**src/rtl/jpeg_quantizer_stream_if.sv**
```systemverilog
// Valid/ready coefficient stream: one signed sample per transfer plus a block-end flag.
// Latency: none, this is a bundle of wires; the master drives valid/data/last, the slave drives ready.
// Backpressure: a transfer happens only on cycles where valid && ready are both high.
// Ports: valid, ready, data (W-bit signed), last.
interface jpeg_quantizer_stream_if #(
    parameter int W = 11
) ();
    logic                valid;
    logic                ready;
    logic signed [W-1:0] data;
    logic                last;

    modport master (output valid, output data, output last, input ready);
    modport slave  (input valid, input data, input last, output ready);
endinterface

```
**src/rtl/jpeg_quantizer_stream.sv**
```systemverilog
// JPEG coefficient quantizer: out = round(in * recip / 2^FRAC), recip taken from a 64-entry table by raster index.
// Latency: 3 cycles from input transfer to out_valid (capture, multiply, round/limit), one coefficient per cycle.
// Backpressure: the whole pipeline advances only when !out_valid || out_ready; in_ready equals that advance.
// Ports: clk, rst (sync, active high), tbl_we/tbl_addr/tbl_data (table write), in_s (slave stream),
//        out_m (master stream), frame_err (sticky in_last position error).
// Build option: define JPEG_QUANT_SAT_EN to clamp results to the OUT_W signed range; otherwise results wrap.
module jpeg_quantizer_stream #(
    parameter int IN_W    = 11,
    parameter int OUT_W   = 11,
    parameter int RECIP_W = 13,
    parameter int FRAC    = 12
) (
    input  logic                       clk,
    input  logic                       rst,
    input  logic                       tbl_we,
    input  logic [5:0]                 tbl_addr,
    input  logic [RECIP_W-1:0]         tbl_data,
    jpeg_quantizer_stream_if.slave     in_s,
    jpeg_quantizer_stream_if.master    out_m,
    output logic                       frame_err
);
    localparam int PROD_W = IN_W + RECIP_W + 1;
    // One spare bit so adding the rounding constant can never overflow.
    localparam int SUM_W  = PROD_W + 1;

    localparam logic [RECIP_W-1:0]      ONE = RECIP_W'(64'd1 << FRAC);
    localparam logic signed [SUM_W-1:0] RND = SUM_W'(64'sd1 <<< (FRAC - 1));

    // Reciprocal table and block position
    logic [RECIP_W-1:0] tbl_q [64];
    logic [RECIP_W-1:0] tbl_d [64];
    logic [5:0]         idx_q, idx_d;
    logic               ferr_q, ferr_d;

    // Stage 1: captured coefficient and its table entry
    logic                      s1_vld_q, s1_vld_d;
    logic signed [IN_W-1:0]    s1_dat_q, s1_dat_d;
    logic [RECIP_W-1:0]        s1_ent_q, s1_ent_d;
    logic                      s1_last_q, s1_last_d;

    // Stage 2: full-precision product
    logic                      s2_vld_q, s2_vld_d;
    logic signed [PROD_W-1:0]  s2_prod_q, s2_prod_d;
    logic                      s2_last_q, s2_last_d;

    // Stage 3: rounded and limited result
    logic                      o_vld_q, o_vld_d;
    logic signed [OUT_W-1:0]   o_dat_q, o_dat_d;
    logic                      o_last_q, o_last_d;

    logic                      adv;
    logic                      acc;
    logic signed [PROD_W-1:0]  a_ext, b_ext, prod_c;
    logic signed [SUM_W-1:0]   sum_c, shr_c;
    logic signed [OUT_W-1:0]   res_c;

    always_comb begin
        // Multiply: signed coefficient times zero-extended unsigned entry.
        a_ext  = PROD_W'(s1_dat_q);
        b_ext  = $signed(PROD_W'(s1_ent_q));
        prod_c = a_ext * b_ext;

        // Arithmetic shift after adding one half rounds ties toward +infinity.
        sum_c  = SUM_W'(s2_prod_q) + RND;
        shr_c  = sum_c >>> FRAC;
`ifdef JPEG_QUANT_SAT_EN
        begin
            localparam logic signed [SUM_W-1:0] OMAX = SUM_W'((64'sd1 <<< (OUT_W - 1)) - 64'sd1);
            localparam logic signed [SUM_W-1:0] OMIN = -OMAX - SUM_W'(1);
            if (shr_c > OMAX) begin
                res_c = OUT_W'(OMAX);
            end else if (shr_c < OMIN) begin
                res_c = OUT_W'(OMIN);
            end else begin
                res_c = OUT_W'(shr_c);
            end
        end
`else
        res_c  = OUT_W'(shr_c);
`endif
    end

    always_comb begin
        adv       = !o_vld_q || out_m.ready;
        acc       = in_s.valid && adv;

        tbl_d     = tbl_q;
        idx_d     = idx_q;
        ferr_d    = ferr_q;
        s1_vld_d  = s1_vld_q;
        s1_dat_d  = s1_dat_q;
        s1_ent_d  = s1_ent_q;
        s1_last_d = s1_last_q;
        s2_vld_d  = s2_vld_q;
        s2_prod_d = s2_prod_q;
        s2_last_d = s2_last_q;
        o_vld_d   = o_vld_q;
        o_dat_d   = o_dat_q;
        o_last_d  = o_last_q;

        // The read below uses tbl_q, so a same-cycle write is seen only by later coefficients.
        if (tbl_we) begin
            tbl_d[tbl_addr] = tbl_data;
        end

        // Counter follows transfers only; a misplaced in_last is flagged but never resyncs it.
        if (acc) begin
            idx_d = idx_q + 6'd1;
            if (in_s.last != (idx_q == 6'd63)) begin
                ferr_d = 1'b1;
            end
        end

        if (adv) begin
            s1_vld_d  = in_s.valid;
            s1_dat_d  = in_s.data;
            s1_ent_d  = tbl_q[idx_q];
            s1_last_d = in_s.valid && (idx_q == 6'd63);
            s2_vld_d  = s1_vld_q;
            s2_prod_d = prod_c;
            s2_last_d = s1_last_q;
            o_vld_d   = s2_vld_q;
            o_dat_d   = s2_vld_q ? res_c : '0;
            o_last_d  = s2_vld_q && s2_last_q;
        end
    end

    always_ff @(posedge clk) begin
        if (rst) begin
            for (int i = 0; i < 64; i++) begin
                tbl_q[i] <= ONE;
            end
            idx_q     <= '0;
            ferr_q    <= 1'b0;
            s1_vld_q  <= 1'b0;
            s1_dat_q  <= '0;
            s1_ent_q  <= '0;
            s1_last_q <= 1'b0;
            s2_vld_q  <= 1'b0;
            s2_prod_q <= '0;
            s2_last_q <= 1'b0;
            o_vld_q   <= 1'b0;
            o_dat_q   <= '0;
            o_last_q  <= 1'b0;
        end else begin
            tbl_q     <= tbl_d;
            idx_q     <= idx_d;
            ferr_q    <= ferr_d;
            s1_vld_q  <= s1_vld_d;
            s1_dat_q  <= s1_dat_d;
            s1_ent_q  <= s1_ent_d;
            s1_last_q <= s1_last_d;
            s2_vld_q  <= s2_vld_d;
            s2_prod_q <= s2_prod_d;
            s2_last_q <= s2_last_d;
            o_vld_q   <= o_vld_d;
            o_dat_q   <= o_dat_d;
            o_last_q  <= o_last_d;
        end
    end

    assign in_s.ready  = adv;
    assign out_m.valid = o_vld_q;
    assign out_m.data  = o_dat_q;
    assign out_m.last  = o_last_q;
    assign frame_err   = ferr_q;
endmodule

```
**src/flat_wrapper.sv**
```systemverilog
// flat-port wrapper written by rule: the top's interface ports become plain ports
module jpeg_quantizer_stream_flat 
#(
    parameter int IN_W    = 11,
    parameter int OUT_W   = 11,
    parameter int RECIP_W = 13,
    parameter int FRAC    = 12
)
  (clk, rst, tbl_we, tbl_addr, tbl_data, frame_err, in_s_valid, in_s_data, in_s_last, in_s_ready, out_m_valid, out_m_data, out_m_last, out_m_ready);
  jpeg_quantizer_stream_if #(.W(11)) in_s_i ();
  jpeg_quantizer_stream_if #(.W(11)) out_m_i ();
  input  logic clk;
  input  logic rst;
  input  logic tbl_we;
  input  logic [5:0] tbl_addr;
  input  logic [RECIP_W-1:0] tbl_data;
  output logic frame_err;
  input wire logic [$bits(in_s_i.valid)-1:0] in_s_valid;
  input wire logic [$bits(in_s_i.data)-1:0] in_s_data;
  input wire logic [$bits(in_s_i.last)-1:0] in_s_last;
  output wire logic [$bits(in_s_i.ready)-1:0] in_s_ready;
  output wire logic [$bits(out_m_i.valid)-1:0] out_m_valid;
  output wire logic [$bits(out_m_i.data)-1:0] out_m_data;
  output wire logic [$bits(out_m_i.last)-1:0] out_m_last;
  input wire logic [$bits(out_m_i.ready)-1:0] out_m_ready;
  assign in_s_i.valid = in_s_valid;
  assign in_s_i.data = in_s_data;
  assign in_s_i.last = in_s_last;
  assign in_s_ready = in_s_i.ready;
  assign out_m_valid = out_m_i.valid;
  assign out_m_data = out_m_i.data;
  assign out_m_last = out_m_i.last;
  assign out_m_i.ready = out_m_ready;
  jpeg_quantizer_stream #(.IN_W(IN_W), .OUT_W(OUT_W), .RECIP_W(RECIP_W), .FRAC(FRAC)) u_core (.clk(clk), .rst(rst), .tbl_we(tbl_we), .tbl_addr(tbl_addr), .tbl_data(tbl_data), .in_s(in_s_i), .out_m(out_m_i), .frame_err(frame_err));
endmodule
```
**config.mk**
```make
export PLATFORM = sky130hd
export DESIGN_NAME = jpeg_quantizer_stream_flat
export DESIGN_NICKNAME = d
export VERILOG_FILES = /design/src/rtl/jpeg_quantizer_stream_if.sv /design/src/rtl/jpeg_quantizer_stream.sv /design/src/flat_wrapper.sv
export SDC_FILE = /design/constraint.sdc
export NUM_CORES = 2
export LEC_CHECK = 0
export BUFFER_PORTS_ARGS = -buffer_cell sky130_fd_sc_hd__buf_4
export CAP_MARGIN = 20
export CELL_PAD_IN_SITES_DETAIL_PLACEMENT = 1
export CELL_PAD_IN_SITES_GLOBAL_PLACEMENT = 1
export CORE_MARGIN = 5
export CORE_UTILIZATION = 44
export DETAILED_ROUTE_END_ITERATION = 10
export PLACE_DENSITY = 0.78
export RECOVER_POWER = 100
export SLEW_MARGIN = 20
export SYNTH_ARGS = -nofsm -noshare
export SYNTH_HDL_FRONTEND = slang
export SYNTH_SLANG_ARGS = --single-unit
```
**constraint.sdc**
```tcl
create_clock -name clk -period 4.7 [get_ports clk]
set_clock_uncertainty 0.15 [all_clocks]
set_input_delay 0.705 -clock clk [delete_from_list [all_inputs] [get_ports clk]]
set_output_delay 0.705 -clock clk [all_outputs]
set_load 0.02 [all_outputs]
```
==> impl_metrics.env <==
export IMPL_status="complete, but fails checks"
export IMPL_violations="capacitance limit, slew limit, setup timing"
export IMPL_drv_cap=10
export IMPL_clkSinkCount=892
export IMPL_sequentialPowerShare_pct=46.4
export IMPL_ys_ff_latch=892
export IMPL_dr_pass1_iters=5
export IMPL_core_area_um2=98100
export IMPL_synth_main_ff_cell="dfxtp_1"
export IMPL_route_detailed_drc=0
export IMPL_utilization_pct=49.2
export IMPL_grt_usage_pct=29.8
export IMPL_power_leakage_nw=16.7
export IMPL_met3RoutedLength_um=13000
export IMPL_place_area_um2=44900
export IMPL_cts_buffers=96
export IMPL_die_area_um2=105000
export IMPL_yosysSeqAreaShare_pct=41.2
export IMPL_grt_pass1_vias=39900
export IMPL_die_w_um=324
export IMPL_grt_pass1_wl_um=243000
export IMPL_ys_warn_count=0
export IMPL_syn_num_nets=5450
export IMPL_ios=51
export IMPL_synth_area_um2=43400
export IMPL_tightest_slew_ps=3250
export IMPL_cts_clk_slew_worst_paths_ps=70
export IMPL_initial_core_util_pct=44.2
export IMPL_fp_dieH_um=324
export IMPL_netlist_top_cells_area="dfxtp_1, nand2_1, a21oi_1"
export IMPL_synth_edf_count=0
export IMPL_syn_inst=5251
export IMPL_power_frac_comb_pct=7.4
export IMPL_antenna_found_initial=10
export IMPL_fin_crit_ps=5050
export IMPL_crit_arrival_ps=5380
export IMPL_worstPathMaxFanout=13
export IMPL_clkLatencyLatePin_ps=670
export IMPL_avgSynthCellArea_um2=8.26
export IMPL_vias_per_cell=5.97
export IMPL_layout_drive_gt1_share_pct=11.5
export IMPL_top_layer="met5"
export IMPL_clock_root_buffer="clkbuf_16"
export IMPL_wl_met1_um=66400
export IMPL_synth_largest_area_cell="dfxtp_1"
export IMPL_portBuffers=50
export IMPL_layout_setup_ws_ps=-351
export IMPL_power_density_nw_per_um2=344
export IMPL_finalCritPeriodShare_pct=107
export IMPL_synth_top_area_share_pct=41.2
export IMPL_stdcell_area_um2=48300
export IMPL_wirelength_um=160000
export IMPL_rows=115
export IMPL_area_delta_synth_final_pct=11.3
export IMPL_start_kind="input pin"
export IMPL_p_int_mw=12.4
export IMPL_cp_required_ps=5030
export IMPL_overflow=0
export IMPL_relSlewSlack_pct=-118
export IMPL_vdd_ir_drop_max_uv=253
export IMPL_p_sw_share_pct=25.1
export IMPL_setup_viol=220
export IMPL_crit_path_end_kind="flop"
export IMPL_yosys_top_cells_count="nand2_1, dfxtp_1, a21oi_1, clkbuf_1, nor2_1"
export IMPL_crit_type="input pin to flop"
export IMPL_wl_per_cell_um=24.7
export IMPL_fmax_mhz=198
export IMPL_drt_iter0_drc=3476
export IMPL_p_total_mw=16.6
export IMPL_placedCellCount=6316
export IMPL_finalSetupTns_ps=-46620
export IMPL_hold_viol=0
export IMPL_hold_ws_ps=131
export IMPL_grt_start_max_net_pins=233
export IMPL_p_clk_share_pct=46.3
export IMPL_drv_slew=158
export IMPL_cts_tree="done"
export IMPL_async_flop_share_pct=0
export IMPL_fin_cells=6497
export IMPL_rsz0062_at_grt="true"
export IMPL_clock_path_buffers=3
export IMPL_hp_class="input pin to flop"
export IMPL_fillers=11500
export IMPL_synth_distinct_cells=67
export IMPL_place_ws_ps=-330
export IMPL_place_congestion=0.871
export IMPL_synth_most_common_cell="nand2_1"
export IMPL_nets=5333
export IMPL_vias=38800
export IMPL_power_switching_mw=4.17
export IMPL_htree_levels=3
export IMPL_met2_length_um=73800
export IMPL_detail_route_antenna_nets=0
export IMPL_hpwl_um=99800
power groups by stage:
stage / logic [mW] / clock network [mW] / registers, mW
detailed placement: 1.18 / 0 / 7.86
finish: 1.22 / 7.68 / 7.69
global route: 1.29 / 8.05 / 7.70
CTS: 1.21 / 7.74 / 7.69
global placement: 1.16 / 0 / 7.86
floorplan: 0.839 / 0 / 7.81
routing by layer:
metal	global-route usage, %	up-vias
met5	0	-
met4	12.0	12
met3	6.21	371
met2	48.5	1484
met1	39.2	19700
li1	-	17200
flip-flops by register name, summed over array words and instances, names as in the netlist:
register	flops
u_core.frame_err	1
u_core.idx_q	6
u_core.out_m.data	11
u_core.out_m.last	1
u_core.out_m.valid	1
u_core.s1_dat_q	11
u_core.s1_ent_q	13
u_core.s1_last_q	1
u_core.s1_vld_q	1
u_core.s2_last_q	1
u_core.s2_prod_q	12
u_core.s2_vld_q	1
u_core.tbl_q	832
what timing repair did:
| action | in CTS | in global routing |
|---|---|---|
| setup buffers | 6 | 1 |
| setup endpoints to repair | 12 | 12 |
| hold buffers | 0 | 0 |
| resized for setup | 72 | 21 |
| pin swaps | 38 | 10 |
| endpoints found under the hold margin | 0 | 0 |
cell usage in the layout, fill, tap and decap left out, types with 8 or more instances in the layout:
cell	n
mux4_2	137
o221ai_1	16
mux2i_1	120
dfxtp_4	13
inv_1	131
xnor2_1	22
a22oi_1	30
buf_4	183
clkinv_2	17
buf_12	10
and2_1	69
mux2_2	10
clkbuf_8	21
fa_1	92
nand3b_1	73
ha_1	61
nor3_1	21
nor2b_1	8
a21oi_1	819
and3_1	9
nand2_1	1854
nor2_1	140
o22ai_1	21
nand3_1	24
dfxtp_2	10
a21o_1	8
nand2_2	9
o21ai_0	17
mux4_1	28
clkbuf_1	45
inv_2	8
clkbuf_16	98
dfxtp_1	869
nand2b_1	13
a211oi_1	23
buf_6	8
critical path: stages:
cell,delay [ps]
clkbuf_1,140
nand2b_1,300
nor3_1,2460
nand2_1,1310
nand2_1,340
a21oi_1,110
final cells by class:
cell class	count	area [µm²]	area share, %
clock inverter	32	327	0.677
inverter	139	522	1.08
tap	1287	1610	3.34
antenna	6	15.0	0.0311
clock buffer	136	2810	5.81
timing repair buffer	232	1800	3.72
multi-input combinational	3773	23300	48.2
sequential	892	17900	37.1
final timing paths:
check                     start                    to  slack (ps)  cells past startpoint
min                in_s_data[0]    u_core.s1_dat_q[0]         130                      3
max reg2reg  u_core.s1_dat_q[4]  u_core.s2_prod_q[17]        -180                     19
min reg2reg   u_core.tbl_q[161]     u_core.tbl_q[161]         300                      2
max                 tbl_addr[0]     u_core.tbl_q[721]        -350                      6
cells by family (layout without fill, tap and decap cells):
kind of cell             after synthesis  in the layout  share of synthesized area (%)
AND/OR/NAND/NOR                     2278           2278                           21.4
multiplexers                         296            296                           11.9
buffers and inverters                586            539                           5.92
flip-flops                           892            892                           41.2
AO/OA/AOI/OAI                       1009           1009                           12.7
adder cells (fa/ha/maj)              163            163                           6.38
other                                  0              6                              0
XOR/XNOR                              27             27                          0.545
Power figures use the tool's default switching activity.
